### config.mk
export PLATFORM = sky130hd
export DESIGN_NAME = pc_sequencer
export DESIGN_NICKNAME = d
export VERILOG_FILES = /design/src/rtl/pc_sequencer.sv
export SDC_FILE = /design/constraint.sdc
export NUM_CORES = 1
export LEC_CHECK = 0
export CORE_MARGIN = 8
export CORE_UTILIZATION = 55
export DETAILED_ROUTE_END_ITERATION = 16
export GPL_ROUTABILITY_DRIVEN = 0
export GPL_TIMING_DRIVEN = 0
export HOLD_SLACK_MARGIN = 0.15
export PLACE_DENSITY = 0.77
export SYNTH_ARGS = -nofsm -noshare
export SYNTH_HDL_FRONTEND = slang
export SYNTH_SLANG_ARGS = --single-unit
export TNS_END_PERCENT = 100
### constraint.sdc
create_clock -name clk -period 4.4 [get_ports clk]
set_input_delay 0.88 -clock clk [delete_from_list [all_inputs] [get_ports clk]]
set_output_delay 0.88 -clock clk [all_outputs]
set_load 0.05 [all_outputs]
### src/rtl/pc_sequencer.sv
// Next-PC controller: owns the program counter and a hardware return-address
// stack, selecting the next PC from decoded ret/call/jump/branch flags.
module pc_sequencer #(
  parameter int                ADDR_W    = 19,
  parameter int                RAS_DEPTH = 8,
  parameter logic [ADDR_W-1:0] RESET_PC  = '0
) (
  input  logic                             clk,
  input  logic                             rst,
  input  logic                             stall,
  input  logic                             branch,
  input  logic                             branch_ne,
  input  logic                             jump,
  input  logic                             call,
  input  logic                             ret,
  input  logic                             zero,
  input  logic [ADDR_W-1:0]                target,
  output logic [ADDR_W-1:0]                pc,
  output logic [ADDR_W-1:0]                pc_plus1,
  output logic                             redirect,
  output logic [$clog2(RAS_DEPTH+1)-1:0]   ras_count,
  output logic                             ras_full,
  output logic                             ras_empty,
  output logic                             ras_ovf,
  output logic                             ras_unf
);

  localparam int               CNT_W    = $clog2(RAS_DEPTH + 1);
  localparam int               IDX_W    = $clog2(RAS_DEPTH);
  localparam logic [CNT_W-1:0] CNT_FULL = CNT_W'(RAS_DEPTH);
  localparam logic [CNT_W-1:0] CNT_ONE  = CNT_W'(1);

  function automatic logic [ADDR_W-1:0] pc_inc(input logic [ADDR_W-1:0] a);
    return a + ADDR_W'(1);
  endfunction

  function automatic logic [IDX_W-1:0] slot_of(input logic [CNT_W-1:0] c);
    return IDX_W'(c);
  endfunction

  logic [ADDR_W-1:0] ras_mem [RAS_DEPTH];

  logic [ADDR_W-1:0] pc_nxt;
  logic              redirect_nxt;
  logic [CNT_W-1:0]  count_nxt;
  logic              push_en;
  logic              ovf_set;
  logic              unf_set;
  logic [ADDR_W-1:0] ras_top;
  logic              br_taken;

  assign pc_plus1  = pc_inc(pc);
  assign ras_full  = (ras_count == CNT_FULL);
  assign ras_empty = (ras_count == '0);
  assign ras_top   = ras_mem[slot_of(ras_count - CNT_ONE)];
  assign br_taken  = branch && (zero ^ branch_ne);

  // Fixed-priority next-PC selection; ret dominates so an illegal call+ret never pushes.
  always_comb begin
    pc_nxt       = pc_plus1;
    redirect_nxt = 1'b0;
    count_nxt    = ras_count;
    push_en      = 1'b0;
    ovf_set      = 1'b0;
    unf_set      = 1'b0;
    if (ret) begin
      if (!ras_empty) begin
        pc_nxt       = ras_top;
        count_nxt    = ras_count - CNT_ONE;
        redirect_nxt = 1'b1;
      end else begin
        unf_set = 1'b1;
      end
    end else if (call) begin
      pc_nxt       = target;
      redirect_nxt = 1'b1;
      if (!ras_full) begin
        push_en   = 1'b1;
        count_nxt = ras_count + CNT_ONE;
      end else begin
        ovf_set = 1'b1;
      end
    end else if (jump || br_taken) begin
      pc_nxt       = target;
      redirect_nxt = 1'b1;
    end
  end

  // State update: reset beats stall, stall freezes everything but drops redirect.
  always_ff @(posedge clk) begin
    if (rst) begin
      pc        <= RESET_PC;
      redirect  <= 1'b0;
      ras_count <= '0;
      ras_ovf   <= 1'b0;
      ras_unf   <= 1'b0;
    end else if (stall) begin
      redirect  <= 1'b0;
    end else begin
      pc        <= pc_nxt;
      redirect  <= redirect_nxt;
      ras_count <= count_nxt;
      ras_ovf   <= ras_ovf | ovf_set;
      ras_unf   <= ras_unf | unf_set;
    end
  end

  // Return-address storage carries no reset; only ras_count defines validity.
  always_ff @(posedge clk) begin
    if (!rst && !stall && push_en) begin
      ras_mem[slot_of(ras_count)] <= pc_plus1;
    end
  end

endmodule

==> flow_summary_export.csv, run 1 <==
group,metric,value,unit
layout,fillers,878,
drt,drc,0,
sta,fin_setup_tns,0,ns
power_and_ir_drop,p_per_area,460.8,mW/mm^2
sta,timing.final.crit_share,0.9498,
global_route,grt_pass1_vias,4763,
drt,routed_wl,18950,um
layout,final_common_cell,"edfxtp_1",
synthesis,synth_nets,483,
global_route,grt_pass1_wl,28660,um
power_and_ir_drop,leakage,2.944,nW
placed_design,post-dp-hpwl,12920,um
sta,skew,0.007241,ns
global_route,grt_max_degree,17,
synthesis,ys_async_sr_fraction,0,
clock_tree,h-tree-depth,4,
power_and_ir_drop,vdd_drop_max,0.3408,mV
synthesis,syn-instance-count,451,
clock_tree,cts_buffers,17,
die,initial_utilization,0.5645,
drt,drtIter0Drc,537,
sta,hold_viol_final,0,
synthesis,ys_seq_area_frac,0.6776,
placed_design,dpl_cell_area,0.008608,mm^2
setup_path,slowest_delay,0.90,ns
placed_design,port_buffers,71,
global_route,grt_use_met1,0.2804,
clock_tree,clockBufferDepth,2,
layout,syn_to_final_growth,21.69,%
setup_path,critical_path_arrival,3.30,ns
layout,final_cell_mix,"152 x edfxtp_1, 71 x clkdlybuf4s50_1, 38 x mux4_2",
setup_path,end_kind,"output pin",
layout,regArea,0.005085,mm^2
setup_path,critical-path-slowest-cell,"clkdlybuf4s50_1",
drt,postRouteAntennaNets,0,
drt,wl_per_cell,25.64,um
clock_tree,clock-sinks,178,
setup_path,crit_path_max_fanout,10,
synthesis,synth_ff_type,"edfxtp_1",
outcome,status,"completed",
global_route,grt_util_met2,0.3528,
drt,avgViaCountPerCell,6.441,
synthesis,synthTopCellsByArea,"edfxtp_1 61%, mux4_2 11%, dfxtp_1 6.9%",
sta,drv_slew,0,
global_route,grt_busiest_layer,"met2",
global_route,overflow,0,
sta,worstMarginPinSlew,0.9250,ns
global_route,met3_usage,0.04883,
die,die_y,132.8,um
synthesis,yosysTopAreaCell,"edfxtp_1",
synthesis,syn_avg_cell_area,16.64,um^2
setup_path,worstSetupStartpointType,"register",
global_route,grt_util_all_layers,0.2189,
synthesis,yosys.area.top_type_share,0.6082,
setup_path,crit_type,"reg2out",
run,cap_violations,0,
sta,clock.fmax,239.3,MHz
synthesis,synth_edf_count,152,
setup_path,cp.required,3.52,ns
global_route,antenna_found_initial,0,
sta,max-slew-margin-rel,0.3796,
setup_path,critPathBufInv,1,
synthesis,ys_seq_elements,178,
drt,drt_first_pass_iters,5,
layout,drive_gt1_frac,0.1989,
die,die_w,132.8,um
synthesis,yosys_warnings,0,
layout,antenna_cells,0,
layout,design_area,0.009133,mm^2
clock_tree,cts_tree,"yes",
layout,multi_input_area,0.002255,mm^2
layout,final_nets,583,
die,die-area,0.01764,mm^2
clock_tree,clkTransAtPathRegs,0.06,ns
die,fp.coreArea,0.01330,mm^2
hold_path,holdCritPathClass,"reg2reg",
setup_path,crit_family,"buffers and inverters",
sta,finalSetupViolations,0,
drt,vias,4760,
sta,period_needed,4.179,ns
synthesis,post_synth_num_cell_types,45,
clock_tree,cts_root_buffer,"clkbuf_16",
die,pin_count,75,
die,fp-row-count,42,
setup_path,path_cells,"ha_1 -> nand3_1 -> nor4_1 -> xor2_2 -> clkdlybuf4s50_1",
sta,rsz0062_at_grt,"no",
synthesis,syn_area,0.007505,mm^2
clock_tree,clk_latency,0.42,ns
-- metrics by stage --
step	worst slack, ns	util	std cells	hold slack (ns)	power, mW
after floorplan	0.1729	-	451	0.6967	2.618
after global placement	-0.8583	0.6345	698	0.4924	2.890
after detailed placement	0.5452	0.6475	708	0.4967	2.912
after CTS	0.07790	0.6858	739	0.5118	4.214
final	0.2208	0.6869	739	0.5245	4.208
after global routing	0.01688	0.6869	739	0.5315	4.331
-- worst reg2reg max path, delay by kind of cell (launching register included) --
kind	cells	cell delay, ns
adder cells (fa/ha/maj)	1	0.24
buffers and inverters	5	0.97
flip-flops	1	0.40
AND/OR/NAND/NOR	5	1.84
-- power by group --
group	internal, mW	total [mW]	switching (mW)
Clock	0.743	1.32	0.580
Combinational	0.373	0.943	0.570
Sequential	1.90	1.94	0.0456
Total	3.01	4.21	1.20
-- synthesized netlist by cell type (all sizes together), types with 2 or more instances --
cell type  number
nor3           13
nand4           6
buf            15
o31ai           3
nand3           7
dfxtp          26
a31o            4
o21ai           4
ha              4
nand3b          2
mux2            6
nand2b          5
a22oi           6
and4            2
nand2          22
inv            15
xnor2          14
a211oi          2
nor2b           9
a21boi          2
a221o           6
a21oi           7
clkbuf         11
xor2           10
mux4           38
a221oi         23
nor4            7
nor2           22
edfxtp        152
-- per-layer routing --
layer  vias up  wire [um]
met5         -          0
met4         0        437
met3        39       1442
met2       267       9350
met1      2440       7718
li1       2014          -
-- logic make-up (layout without fill, tap and decap cells) --
| kind of cell | after synthesis | after routing | share of synthesized area |
|---|---|---|---|
| compound gates | 61 | 61 | 0.06969 |
| xor+xnor | 24 | 24 | 0.02901 |
| fa+ha+maj | 4 | 4 | 0.006669 |
| buf+inv | 41 | 153 | 0.02734 |
| flops | 178 | 178 | 0.6776 |
| mux | 44 | 44 | 0.1230 |
| simple gates | 99 | 99 | 0.06669 |
-- layout make-up --
type | instances | share of cell area
multi-input combinational | 232 | 0.2469
inverter | 15 | 0.006165
buffer | 26 | 0.01630
clock buffer | 25 | 0.05206
sequential | 178 | 0.5568
clock inverter | 6 | 0.003699
timing repair buffer | 81 | 0.09399
tap | 176 | 0.02411
-- state kept, by name (all words and copies together) (netlist names) --
register / count
ras_mem: 152
pc: 19
ras_count: 4
ras_ovf: 1
ras_unf: 1
redirect: 1
-- timing repair --
item / CTS / global route
hold buffers: 0 / 0
gates resized for setup: 0 / 2
endpoints found under the setup margin: 0 / 2
setup buffers: 0 / 0
-- path summary, 6_finish.rpt --
path	startpoint	cells past startpoint	to	slack [ns]
worst min register to register	ras_ovf	2	ras_ovf	0.52
worst max-delay path	pc[1]	5	pc_plus1[14]	0.22
worst max register to register	ras_count[0]	11	ras_mem[3][17]	0.65
worst min-delay path	ras_ovf	2	ras_ovf	0.52
Power figures use the tool's default switching activity.
==> run 2, diff against run 1 <==
--- a/config.mk
+++ b/config.mk
@@ -5,7 +5,6 @@
 export SDC_FILE = /design/constraint.sdc
 export NUM_CORES = 1
 export LEC_CHECK = 0
-export CORE_MARGIN = 8
 export CORE_UTILIZATION = 55
 export DETAILED_ROUTE_END_ITERATION = 16
 export GPL_ROUTABILITY_DRIVEN = 0
==> run 2 against run 1 <==
  * Sequential share of layout area is 1.0 points lower
  * Critical path depth stayed put
  * Register-to-register slack better by 0.22 ns
  * Die area is 20% lower
  * Setup slack worse by 0.090 ns
  * Maximum frequency is 2.1% lower
  * Clock power is 17% higher
  * First-iteration DRC count is 23% higher
  * Combinational power is 1% higher
  * Critical path type unchanged
  * Largest power group unchanged
  * Highest routed layer unchanged
==> flow_summary_export.csv, run 2 (synthesized netlist as in run 1, its figures left out) <==
group,metric,value,unit
outcome,status,"completed",
clock_tree,cts_buffers,17,
placed_design,place_worst_setup_slack,0.5093,ns
power_and_ir_drop,seqPwrFrac,0.437,
drt,wl_per_cell,25.39,um
drt,vias,4798,
run,cap_violations,0,
sta,finalSetupViolations,0,
drt,postRouteAntennaNets,0,
global_route,overflow,0,
hold_path,holdCritPathClass,"reg2reg",
power_and_ir_drop,p_clk_frac,0.349,
layout,final_cell_mix,"152 x edfxtp_1, 70 x clkdlybuf4s50_1, 38 x mux4_2",
clock_tree,post-cts-setup-buffers,0,
layout,final_nets,583,
hold_path,hold_start,"ras_ovf",
global_route,grt_pass1_wl,28310,um
clock_tree,clkTransAtPathRegs,0.07,ns
power_and_ir_drop,p_switching,1.233,mW
layout,syn_to_final_growth,23.97,%
drt,avgViaCountPerCell,6.484,
layout,regMostFlops,"ras_mem",
global_route,grt_pass1_vias,4739,
layout,final_common_cell,"edfxtp_1",
die,fp.coreArea,0.01330,mm^2
setup_path,crit_type,"reg2out",
layout,final_util,0.6998,
setup_path,crit_path_max_fanout,10,
sta,hold_viol_final,0,
sta,timing.final.crit_share,0.9702,
layout,fillers,835,
sta,worstMarginPinSlew,0.9700,ns
placed_design,port_buffers,71,
layout,largest_reg_flops,152,
setup_path,critical-path-slowest-cell,"clkdlybuf4s50_1",
clock_tree,h-tree-depth,4,
die,pin_count,75,
global_route,grt_util_all_layers,0.2839,
power_and_ir_drop,vdd_drop_max,0.3518,mV
clock_tree,clock-sinks,178,
setup_path,worstSetupStartpointType,"register",
die,die-area,0.01412,mm^2
die,initial_utilization,0.5645,
setup_path,r2r_start,"ras_count[0]",
drt,drc,0,
drt,drtIter0Drc,659,
placed_design,post-dp-hpwl,12720,um
power_and_ir_drop,p_per_area,477.8,mW/mm^2
die,die_y,118.8,um
clock_tree,cts_tree,"yes",
layout,top_regs,"ras_mem: 152 flops, pc: 19 flops, ras_count: 4 flops",
setup_path,critical_path_arrival,3.39,ns
sta,drv_slew,0,
layout,drive_gt1_frac,0.2074,
setup_path,cp.required,3.52,ns
setup_path,path_cells,"ha_1 -> nand3_1 -> nor4_1 -> xor2_2 -> clkdlybuf4s50_1",
global_route,grt_max_degree,17,
sta,setup_ws,0.1310,ns
power_and_ir_drop,leakage,3.037,nW
drt,drt_first_pass_iters,7,
sta,clock.fmax,234.2,MHz
clock_tree,clk_latency,0.43,ns
clock_tree,clockBufferDepth,2,
sta,skew,0.007276,ns
clock_tree,ctsHoldBuffers,0,
sta,period_needed,4.269,ns
setup_path,slowest_delay,0.91,ns
layout,antenna_cells,0,
power_and_ir_drop,p_comb_frac,0.214,
die,die_w,118.8,um
power_and_ir_drop,p_int,3.213,mW
die,fp-row-count,42,
drt,routed_wl,18790,um
setup_path,end_kind,"output pin",
global_route,antenna_found_initial,0,
clock_tree,cts_root_buffer,"clkbuf_16",
setup_path,critPathLaunch,"pc[1]",
sta,max-slew-margin-rel,0.3487,
power_and_ir_drop,power.share.switching,0.2773,
-- run 2: cell count changes in the layout (fill, tap and decap cells not counted) --
cell             before  now
buf_6                 8    6
buf_16                1    6
buf_8                 5    2
xnor2_1              14   13
dlymetal6s2s_1        0    1
clkdlybuf4s50_1      71   70
clkbuf_8              2    0
xnor2_2               0    1
bufinv_16             0    4
clkinv_2              2    4
clkbuf_1             17   14
-- run 2: area by class of cell --
cell class	instances	area, um^2	share of cell area
flip-flops and latches	178	5085	0.5465
repair buffers	81	930.9	0.1001
clock inverters	12	163.9	0.01762
clock buffers	20	436.7	0.04693
multi-input cells	232	2262	0.2431
plain buffers	26	148.9	0.01600
inverters	15	56.30	0.006052
well taps	176	220.2	0.02367
-- run 2: metrics by stage --
step	area, um^2	power [mW]	std cells	TNS (ns)	hold WS (ns)
after floorplan	7505	2.618	451	0	0.6967
after global placement	8436	2.884	698	-32.28	0.4911
after detailed placement	8678	2.917	708	0	0.4995
after CTS	9279	4.442	740	0	0.5145
after global routing	9304	4.560	740	-0.004442	0.5366
final	9304	4.446	740	0	0.5128
-- run 2: final timing paths --
check / endpoint / cells after the start / slack [ns]
worst max-delay path: pc_plus1[14] / 5 / 0.13
worst min-delay path: ras_ovf / 2 / 0.51
worst max register to register: ras_mem[6][14] / 11 / 0.87
worst min register to register: ras_ovf / 2 / 0.51
-- run 2: worst max-delay path: cells and delay by family, from the launching register on --
family	cells	cell delay, ns
buf+inv	1	0.91
simple gates	2	0.77
flops	1	0.45
xor+xnor	1	0.43
fa+ha+maj	1	0.38
-- run 2: what timing repair did --
item | 4_1_cts | 5_1_grt
gates resized for setup | 0 | 4
endpoints found under the setup margin | 0 | 3
endpoints found under the hold margin | 0 | 0
-- run 2: power groups by stage --
stage / Sequential [mW] / Clock (mW) / Combinational [mW]
after floorplan: 2.05 / 0 / 0.566
after global routing: 1.94 / 1.62 / 0.998
after global placement: 1.97 / 0 / 0.910
final: 1.94 / 1.55 / 0.952
after CTS: 1.94 / 1.55 / 0.947
after detailed placement: 1.98 / 0 / 0.942
-- run 2: per-layer routing --
metal	GRT usage	wire [um]
met5	0	0
met4	0.1464	652
met3	0.06034	1511
met2	0.4488	9306
met1	0.3743	7322
==> run 3, diff against run 2 <==
--- a/config.mk
+++ b/config.mk
@@ -7,7 +7,6 @@
 export LEC_CHECK = 0
 export CORE_UTILIZATION = 55
 export DETAILED_ROUTE_END_ITERATION = 16
-export GPL_ROUTABILITY_DRIVEN = 0
 export GPL_TIMING_DRIVEN = 0
 export HOLD_SLACK_MARGIN = 0.15
 export PLACE_DENSITY = 0.77
==> results of run 3 <==
No change in the layout: final DEF, timing and power equal those of run 2.
